<file path="src/rtl/if_fetch_buf.sv">
// Instruction-fetch front end: owns the PC, issues pipelined ROM requests,
// buffers in-order responses and hands them to IF/ID with valid/ready plus redirect flush.
module if_fetch_buf #(
  parameter int unsigned       ADDR_W   = 32,
  parameter int unsigned       INST_W   = 32,
  parameter int unsigned       DEPTH    = 4,
  parameter logic [ADDR_W-1:0] RESET_PC = '0
) (
  input  logic              clk,
  input  logic              rst,
  output logic              rom_req_o,
  output logic [ADDR_W-1:0] rom_addr_o,
  input  logic              rom_gnt_i,
  input  logic              rom_rvalid_i,
  input  logic [INST_W-1:0] rom_data_i,
  output logic              inst_valid_o,
  output logic [INST_W-1:0] inst_o,
  output logic [ADDR_W-1:0] inst_pc_o,
  input  logic              inst_ready_i,
  input  logic              redirect_i,
  input  logic [ADDR_W-1:0] redirect_pc_i
);

  localparam int unsigned       PTR_W   = (DEPTH > 1) ? $clog2(DEPTH) : 1;
  localparam int unsigned       CNT_W   = $clog2(DEPTH + 1);
  localparam int unsigned       SUM_W   = CNT_W + 1;
  localparam logic [ADDR_W-1:0] PC_STEP = ADDR_W'(INST_W / 8);
  localparam logic [SUM_W-1:0]  DEPTH_S = SUM_W'(DEPTH);

  logic [INST_W-1:0] q_inst [DEPTH];
  logic [ADDR_W-1:0] q_pc   [DEPTH];
  logic [ADDR_W-1:0] ipc    [DEPTH];

  logic [ADDR_W-1:0] pc, pc_n;
  logic [PTR_W-1:0]  rd_ptr, rd_n, wr_ptr, wr_n;
  logic [PTR_W-1:0]  ipc_rd, ipc_rd_n, ipc_wr, ipc_wr_n;
  logic [CNT_W-1:0]  count, count_n, inflight, inflight_n, discard, discard_n;
  logic              req_q, req_n, valid_q, valid_n;
  logic              q_we, ipc_we;
  logic              issue, resp, pop;

  assign issue = req_q & rom_gnt_i;
  // Responses with nothing outstanding are protocol errors and are ignored.
  assign resp  = rom_rvalid_i & (inflight != '0);
  assign pop   = valid_q & inst_ready_i;

  // Next-state decode; redirect overrides queue and PC updates.
  always_comb begin
    pc_n       = pc;
    rd_n       = rd_ptr;
    wr_n       = wr_ptr;
    ipc_rd_n   = ipc_rd;
    ipc_wr_n   = ipc_wr;
    count_n    = count;
    discard_n  = discard;
    inflight_n = inflight + CNT_W'(issue) - CNT_W'(resp);
    q_we       = 1'b0;
    ipc_we     = 1'b0;

    if (issue) begin
      ipc_we   = 1'b1;
      ipc_wr_n = ipc_wr + PTR_W'(1);
      pc_n     = pc + PC_STEP;
    end
    if (resp) begin
      ipc_rd_n = ipc_rd + PTR_W'(1);
    end

    if (redirect_i) begin
      // Every request still outstanding after this edge belongs to the old stream.
      pc_n      = redirect_pc_i;
      rd_n      = wr_ptr;
      count_n   = '0;
      discard_n = inflight_n;
    end else begin
      if (resp) begin
        if (discard != '0) begin
          discard_n = discard - CNT_W'(1);
        end else begin
          q_we = 1'b1;
          wr_n = wr_ptr + PTR_W'(1);
        end
      end
      if (pop) begin
        rd_n = rd_ptr + PTR_W'(1);
      end
      count_n = count + CNT_W'(q_we) - CNT_W'(pop);
    end

    req_n   = (SUM_W'(count_n) + SUM_W'(inflight_n)) < DEPTH_S;
    valid_n = (count_n != '0);
  end

  always_ff @(posedge clk or negedge rst) begin
    if (!rst) begin
      pc       <= RESET_PC;
      rd_ptr   <= '0;
      wr_ptr   <= '0;
      ipc_rd   <= '0;
      ipc_wr   <= '0;
      count    <= '0;
      inflight <= '0;
      discard  <= '0;
      req_q    <= 1'b0;
      valid_q  <= 1'b0;
      for (int unsigned i = 0; i < DEPTH; i++) begin
        q_inst[i] <= '0;
        q_pc[i]   <= '0;
      end
    end else begin
      pc       <= pc_n;
      rd_ptr   <= rd_n;
      wr_ptr   <= wr_n;
      ipc_rd   <= ipc_rd_n;
      ipc_wr   <= ipc_wr_n;
      count    <= count_n;
      inflight <= inflight_n;
      discard  <= discard_n;
      req_q    <= req_n;
      valid_q  <= valid_n;
      if (q_we) begin
        q_inst[wr_ptr] <= rom_data_i;
        q_pc[wr_ptr]   <= ipc[ipc_rd];
      end
    end
  end

  // Issue-PC tags for outstanding requests; contents only read while tagged.
  always_ff @(posedge clk) begin
    if (ipc_we) begin
      ipc[ipc_wr] <= pc;
    end
  end

  assign rom_req_o    = req_q;
  assign rom_addr_o   = pc;
  assign inst_valid_o = valid_q;
  assign inst_o       = q_inst[rd_ptr];
  assign inst_pc_o    = q_pc[rd_ptr];

endmodule

</file>
<file path="config.mk">
export PLATFORM = sky130hd
export DESIGN_NAME = if_fetch_buf
export DESIGN_NICKNAME = d
export VERILOG_FILES = /design/src/rtl/if_fetch_buf.sv
export SDC_FILE = /design/constraint.sdc
export NUM_CORES = 1
export LEC_CHECK = 0
export ABC_AREA = 1
export CORE_UTILIZATION = 58
export CTS_CLUSTER_DIAMETER = 50
export DETAILED_ROUTE_END_ITERATION = 12
export GPL_TIMING_DRIVEN = 0
export PLACE_DENSITY = 0.9
export SLEW_MARGIN = 15
export SYNTH_ARGS = -nofsm -noshare
export SYNTH_HDL_FRONTEND = slang
export SYNTH_SLANG_ARGS = --single-unit
</file>
<file path="constraint.sdc">
create_clock -name clk -period 2.65 [get_ports clk]
set_input_delay 0.53 -clock clk [delete_from_list [all_inputs] [get_ports clk]]
set_output_delay 0.53 -clock clk [all_outputs]
set_load 0.02 [all_outputs]
</file>
-- After elaboration in Yosys (flattened, before gate mapping)
Memory sizes are Yosys's and may differ from the RTL's.
Index checks and enable logic that the tools add are counted.
- add/sub/neg operators: 11
- $lt $le $gt $ge: 4
- muxes and demuxes: 25
- bitwise logic cells: 7
- reduce and logical (&&, ||, !) cells: 10
- operators by type and width (kind ; number):
    $bwmux W128 ; 2
    $mux W32 ; 7
    $bmux W32 S2 ; 2
    $demux W32 S2 ; 1
    $add A32 B3 Y32 const B ; 1
    $mux W3 ; 4
    $reduce_bool A3 Y1 ; 3
    $add A2 B1 Y2 const B ; 4
    $reduce_bool A2 Y1 ; 4
    $mux W1 ; 7
    $add A3 B1 Y3 ; 2
    $ge A3 B3 Y1 const B ; 2
    $not A2 Y3 ; 2
    $sub A3 B1 Y3 ; 2
    $add A3 B3 Y4 ; 1
    $lt A4 B3 Y1 const B ; 1
    $mux W2 ; 2
    $and A1 B1 Y1 ; 3
    $lt A3 B1 Y1 const B ; 1
    $reduce_and A3 Y1 ; 1
    $sub A3 B1 Y3 const B ; 1
    $not A1 Y1 ; 2
    $reduce_and A2 Y1 ; 1
    $logic_and A1 B1 Y1 ; 1
- flip-flop bits (word level): 307
- memory bits (writable): 128
- bits of input ports: 70
- output and inout bits: 98
- word-level logic and storage cells: 76
- memories kept: 1
- memory list (memory ; depth ; bits a word ; read ports ; clocked after Yosys merged registers in ; wr ports ; RTL line ; text):
    ipc ; 4 ; 32 ; 1 ; 0 ; 1 ; 32 ; logic [ADDR_W-1:0] ipc [DEPTH];

-- Longest topological paths before layout
- word-level depth: 9
- gate-level depth with buffers: 16
- gate-level depth less buffers: 16

-- Worst setup path before layout
Ideal clock, no wire load.
- path type: input-to-reg
- start: input port rom_rvalid_i
- end: register req_q, in the netlist rom_req_o
- library setup time: 0.101 ns
- data arrival time: 2.445 ns
- required time: 2.549 ns
- setup slack: 0.104 ns
- cell stages on the path: 14
- buffers on the path: 0
- cell sequence: nand2_1 > inv_1 > nand3_1 > ha_1 > inv_1 > ha_1 > inv_1 > fa_1 > inv_1 > nor2_1 > nand3b_1 > inv_1 > ha_1 > nor4_1
- longest elaborated chain between the ends: 8
- elaborated cells on any way between the ends: 9
- classes of those cells: add/sub (4); order compare (1); mux (3); bitwise (1)
- ends and longest elaborated chain (element ; RTL line ; text):
    start, declared ; 14 ; input logic rom_rvalid_i,
    $and A1 B1 Y1 ; 44 ; assign resp = rom_rvalid_i & (inflight != '0);
    named net resp ; 40 ; logic issue, resp, pop;
    $mux W1 ; 76 ; if (resp) begin
    $mux W1 ; 69 ; if (redirect_i) begin
    $add A3 B1 Y3 ; 87 ; count_n = count + CNT_W'(q_we) - CNT_W'(pop);
    $sub A3 B1 Y3 ; 87 ;
    $mux W3 ; 69 ;
    named net count_n[2] ; 37 ; logic [CNT_W-1:0] count, count_n, inflight, inflight_n, discard, discard_n;
    $add A3 B3 Y4 ; 90 ; req_n = (SUM_W'(count_n) + SUM_W'(inflight_n)) < DEPTH_S;
    $lt A4 B3 Y1 ; 90 ;
    named net req_n ; 38 ; logic req_q, req_n, valid_q, valid_n;
    end signal, assigned ; 119 ; req_q <= req_n;
    end, declared ; 38 ;
The timed path passes the listed nets, and every way through them passes these cells. The select of a mux whose other input is x is not followed.
A chain may end at the register's enable or synchronous reset.

-- Worst setup path in the final report
- start: register discard[1]
- end: register req_q, in the netlist rom_req_o
- longest elaborated chain between the ends: 9
- ends and longest elaborated chain (element ; RTL line ; text):
    start, declared ; 37 ;
    start signal, assigned ; 118 ; discard <= discard_n;
    $reduce_bool A3 Y1 ; 77 ; if (discard != '0) begin
    $mux W1 ; 77 ;
    $mux W1 ; 76 ;
    $mux W1 ; 69 ;
    $add A3 B1 Y3 ; 87 ;
    $sub A3 B1 Y3 ; 87 ;
    $mux W3 ; 69 ;
    named net count_n[2] ; 37 ;
    $add A3 B3 Y4 ; 90 ;
    $lt A4 B3 Y1 ; 90 ;
    named net req_n ; 38 ;
The timed path passes the listed nets, and every way through them passes these cells. The select of a mux whose other input is x is not followed.

==> flow_metrics.env <==
export IMPL_grt_pass1_vias=17000
export IMPL_hold_class="flip-flop to flip-flop"
export IMPL_tritoncts="done"
export IMPL_yosys_most_used_dff="dfrtp_1"
export IMPL_start_kind="flip-flop"
export IMPL_final_cells=2728
export IMPL_vias_per_cell=6.12
export IMPL_wl_per_cell_um=19.7
export IMPL_start_util=0.593
export IMPL_min_period_ps=2640
export IMPL_power_mw=27.1
export IMPL_yosys_top_cells_count="nand2_1 (576), o21ai_0 (403), dfrtp_1 (307)"
export IMPL_setup_viol=0
export IMPL_yosysTopAreaCellShare=0.408
export IMPL_drtIter0Drc=1969
export IMPL_fin_util=0.719
export IMPL_syn_inst=2065
export IMPL_seq_area_frac_synth=0.612
export IMPL_rsz0062_at_grt="yes"
export IMPL_fmax_mhz=379
export IMPL_clock_path_buffers=3
export IMPL_htree_levels=2
export IMPL_syn_avg_cell_area_sq_um=9.12
export IMPL_synth_most_common_cell="nand2_1"
export IMPL_peakVddDrop_uv=633
export IMPL_dieWidth_um=182
export IMPL_dp_slack_ps=-672
export IMPL_wl_mm=53.8
export IMPL_ioPinCount=168
export IMPL_cp_arrival_ps=3100
export IMPL_tightest_slew_ps=757
export IMPL_nNetsFinal=2382
export IMPL_cts_buffers=45
export IMPL_track_usage=0.328
export IMPL_grt_max_degree=99
export IMPL_relSlewSlack=0.495
export IMPL_synth_cell_types=31
export IMPL_coreArea_sq_um=31700
export IMPL_placed_area_sq_um=21200
export IMPL_grt_antenna_before_repair=0
export IMPL_drive_gt1_frac=0.0929
export IMPL_firstDrtPassIters=6
export IMPL_hold_viol=0
export IMPL_timing_final_crit_share=0.996
export IMPL_clk_insertion_delay_late_ps=550
export IMPL_required_ps=3110
export IMPL_cts_sinks=435
export IMPL_place_inst=2641
export IMPL_yosys_register_bits=435
export IMPL_synth_warnings=0
export IMPL_die_h_um=182
export IMPL_synth_largest_area_cell="dfrtp_1"
export IMPL_netlist_top_cells_area="dfrtp_1 (41%), edfxtp_1 (20%), nand2_1 (11%), o21ai_0 (11%), nor2_1 (3.7%)"
export IMPL_max_cap_violations=0
export IMPL_diodes=0
export IMPL_grt_overflow_total=0
export IMPL_portBuffers=167
export IMPL_synth_edf_count=128
export IMPL_syn_area_sq_um=18800
export IMPL_critical_path_class="flip-flop to flip-flop"
export IMPL_cts_root_buf="clkbuf_16"
export IMPL_grt_pass1_wl_mm=85.8
export IMPL_syn2layout_area_growth_pct=21.2
export IMPL_critPathMaxFanout=3
export IMPL_finalWorstSetupSlack_ps=9.95
export IMPL_stdcell_area_sq_um=22800
export IMPL_finClkSkew_ps=16.9
export IMPL_die_area_sq_um=33200
export IMPL_async_flop_share=0.706
export IMPL_p_leak_nw=10.1
export IMPL_syn_num_nets=2154
export IMPL_place_congestion=0.951
export IMPL_outcome="finished clean"
export IMPL_tns_ps=0
export IMPL_fill_cells=2102
export IMPL_drc=0
export IMPL_holdWs_ps=476
export IMPL_drv_slew=0
export IMPL_vias=16700
export IMPL_path_clk_slew_ps=60
export IMPL_dp_hpwl_mm=34.8
export IMPL_rows=65
export IMPL_endpoint_kind="flip-flop"
export IMPL_ant_nets=0
export IMPL_power_density_nw_per_um2=1190
-- repair_timing --
action	in CTS	in global routing
gates resized for setup	252	66
hold buffers	1	0
buffers inserted	1	5
pin swaps	2	6
setup endpoints to repair	65	61
cloned	0	0
hold endpoints to repair	59	0
-- final cells by class --
class,instances,area (sq um),share of cell area
Sequential cell,435,11500,0.505
Multi-Input combinational cell,1404,6550,0.287
Timing Repair Buffer,181,1770,0.0775
Clock buffer,66,1310,0.0573
Buffer,128,652,0.0286
Tap cell,402,503,0.0221
Inverter,98,368,0.0161
Clock inverter,14,133,0.00582
-- sequential cells by signal (all words and copies together) (netlist names) --
register / count
rd_ptr: 2
ipc_wr: 2
rom_req_o: 1
count: 3
inflight: 3
discard: 3
rom_addr_o: 32
ipc: 128
ipc_rd: 2
inst_valid_o: 1
q_pc: 128
wr_ptr: 2
q_inst: 128
-- where the power goes --
group          internal [mW]  leakage [nW]  total (mW)  switching (mW)
combinational           3.74          4.24        10.8            7.04
clock                   3.62         0.702        6.19            2.58
sequential              8.93          5.17        10.2            1.23
-- critical path, cell delays in order, from the launching register on --
cell and delay [ps]:
dfrtp_1 370, inv_1 110, ha_1 200, nand3_2 80, ha_1 290, inv_1 50
ha_1 130, inv_1 40, fa_1 350, inv_1 70, nor2_1 60, nand3b_1 210
inv_1 130, ha_1 240, nor4_2 220
-- cell families (layout without fill, tap and decap cells) --
kind of cell	after synthesis	in the layout	synth area share
compound gates	495	495	0.139
xor+xnor	11	11	0.00512
fa+ha+maj	19	19	0.0134
buf+inv	226	487	0.0462
flops	435	435	0.612
simple gates	879	879	0.184
-- worst paths after layout --
kind                             from          to  slack (ps)  cells after the start
hold reg to reg              q_pc[69]    q_pc[69]         480                      2
hold / removal               q_pc[69]    q_pc[69]         480                      2
min in group asynchronous         rst  q_inst[22]         510                      2
setup reg to reg           discard[1]   rom_req_o          10                     14
max in group asynchronous         rst    q_pc[29]         920                      4
setup / recovery           discard[1]   rom_req_o          10                     14
-- cell usage in the layout (no fill, tap or decap), types with 3 or more instances in the layout --
cell type	count
edfxtp_1	128
clkinv_2	3
clkbuf_4	7
clkinv_1	5
xor2_1	9
inv_1	94
buf_6	3
clkdlybuf4s50_1	102
clkbuf_1	75
clkdlybuf4s15_1	7
buf_2	41
inv_6	3
clkbuf_16	47
o21ai_0	403
a22o_1	3
nand2_1	574
buf_1	9
ha_1	17
nor2_1	180
clkdlybuf4s15_2	24
dfrtp_1	307
inv_2	3
clkbuf_8	11
o21bai_1	11
o22ai_1	52
nor2_4	4
nand3_1	109
a21oi_1	4
clkbuf_2	26
buf_12	3
o22ai_2	12
buf_4	14
buf_16	4
o21ai_1	4
-- metal layers --
metal | vias to the layer above | track usage | share of wire
li1 | 7341 | - | -
met1 | 7931 | 0.406 | 0.36
met2 | 1213 | 0.558 | 0.49
met3 | 219 | 0.0559 | 0.10
met4 | 0 | 0.166 | 0.045
met5 | - | 0 | 0
No activity file was read; power rests on OpenSTA's default activity.
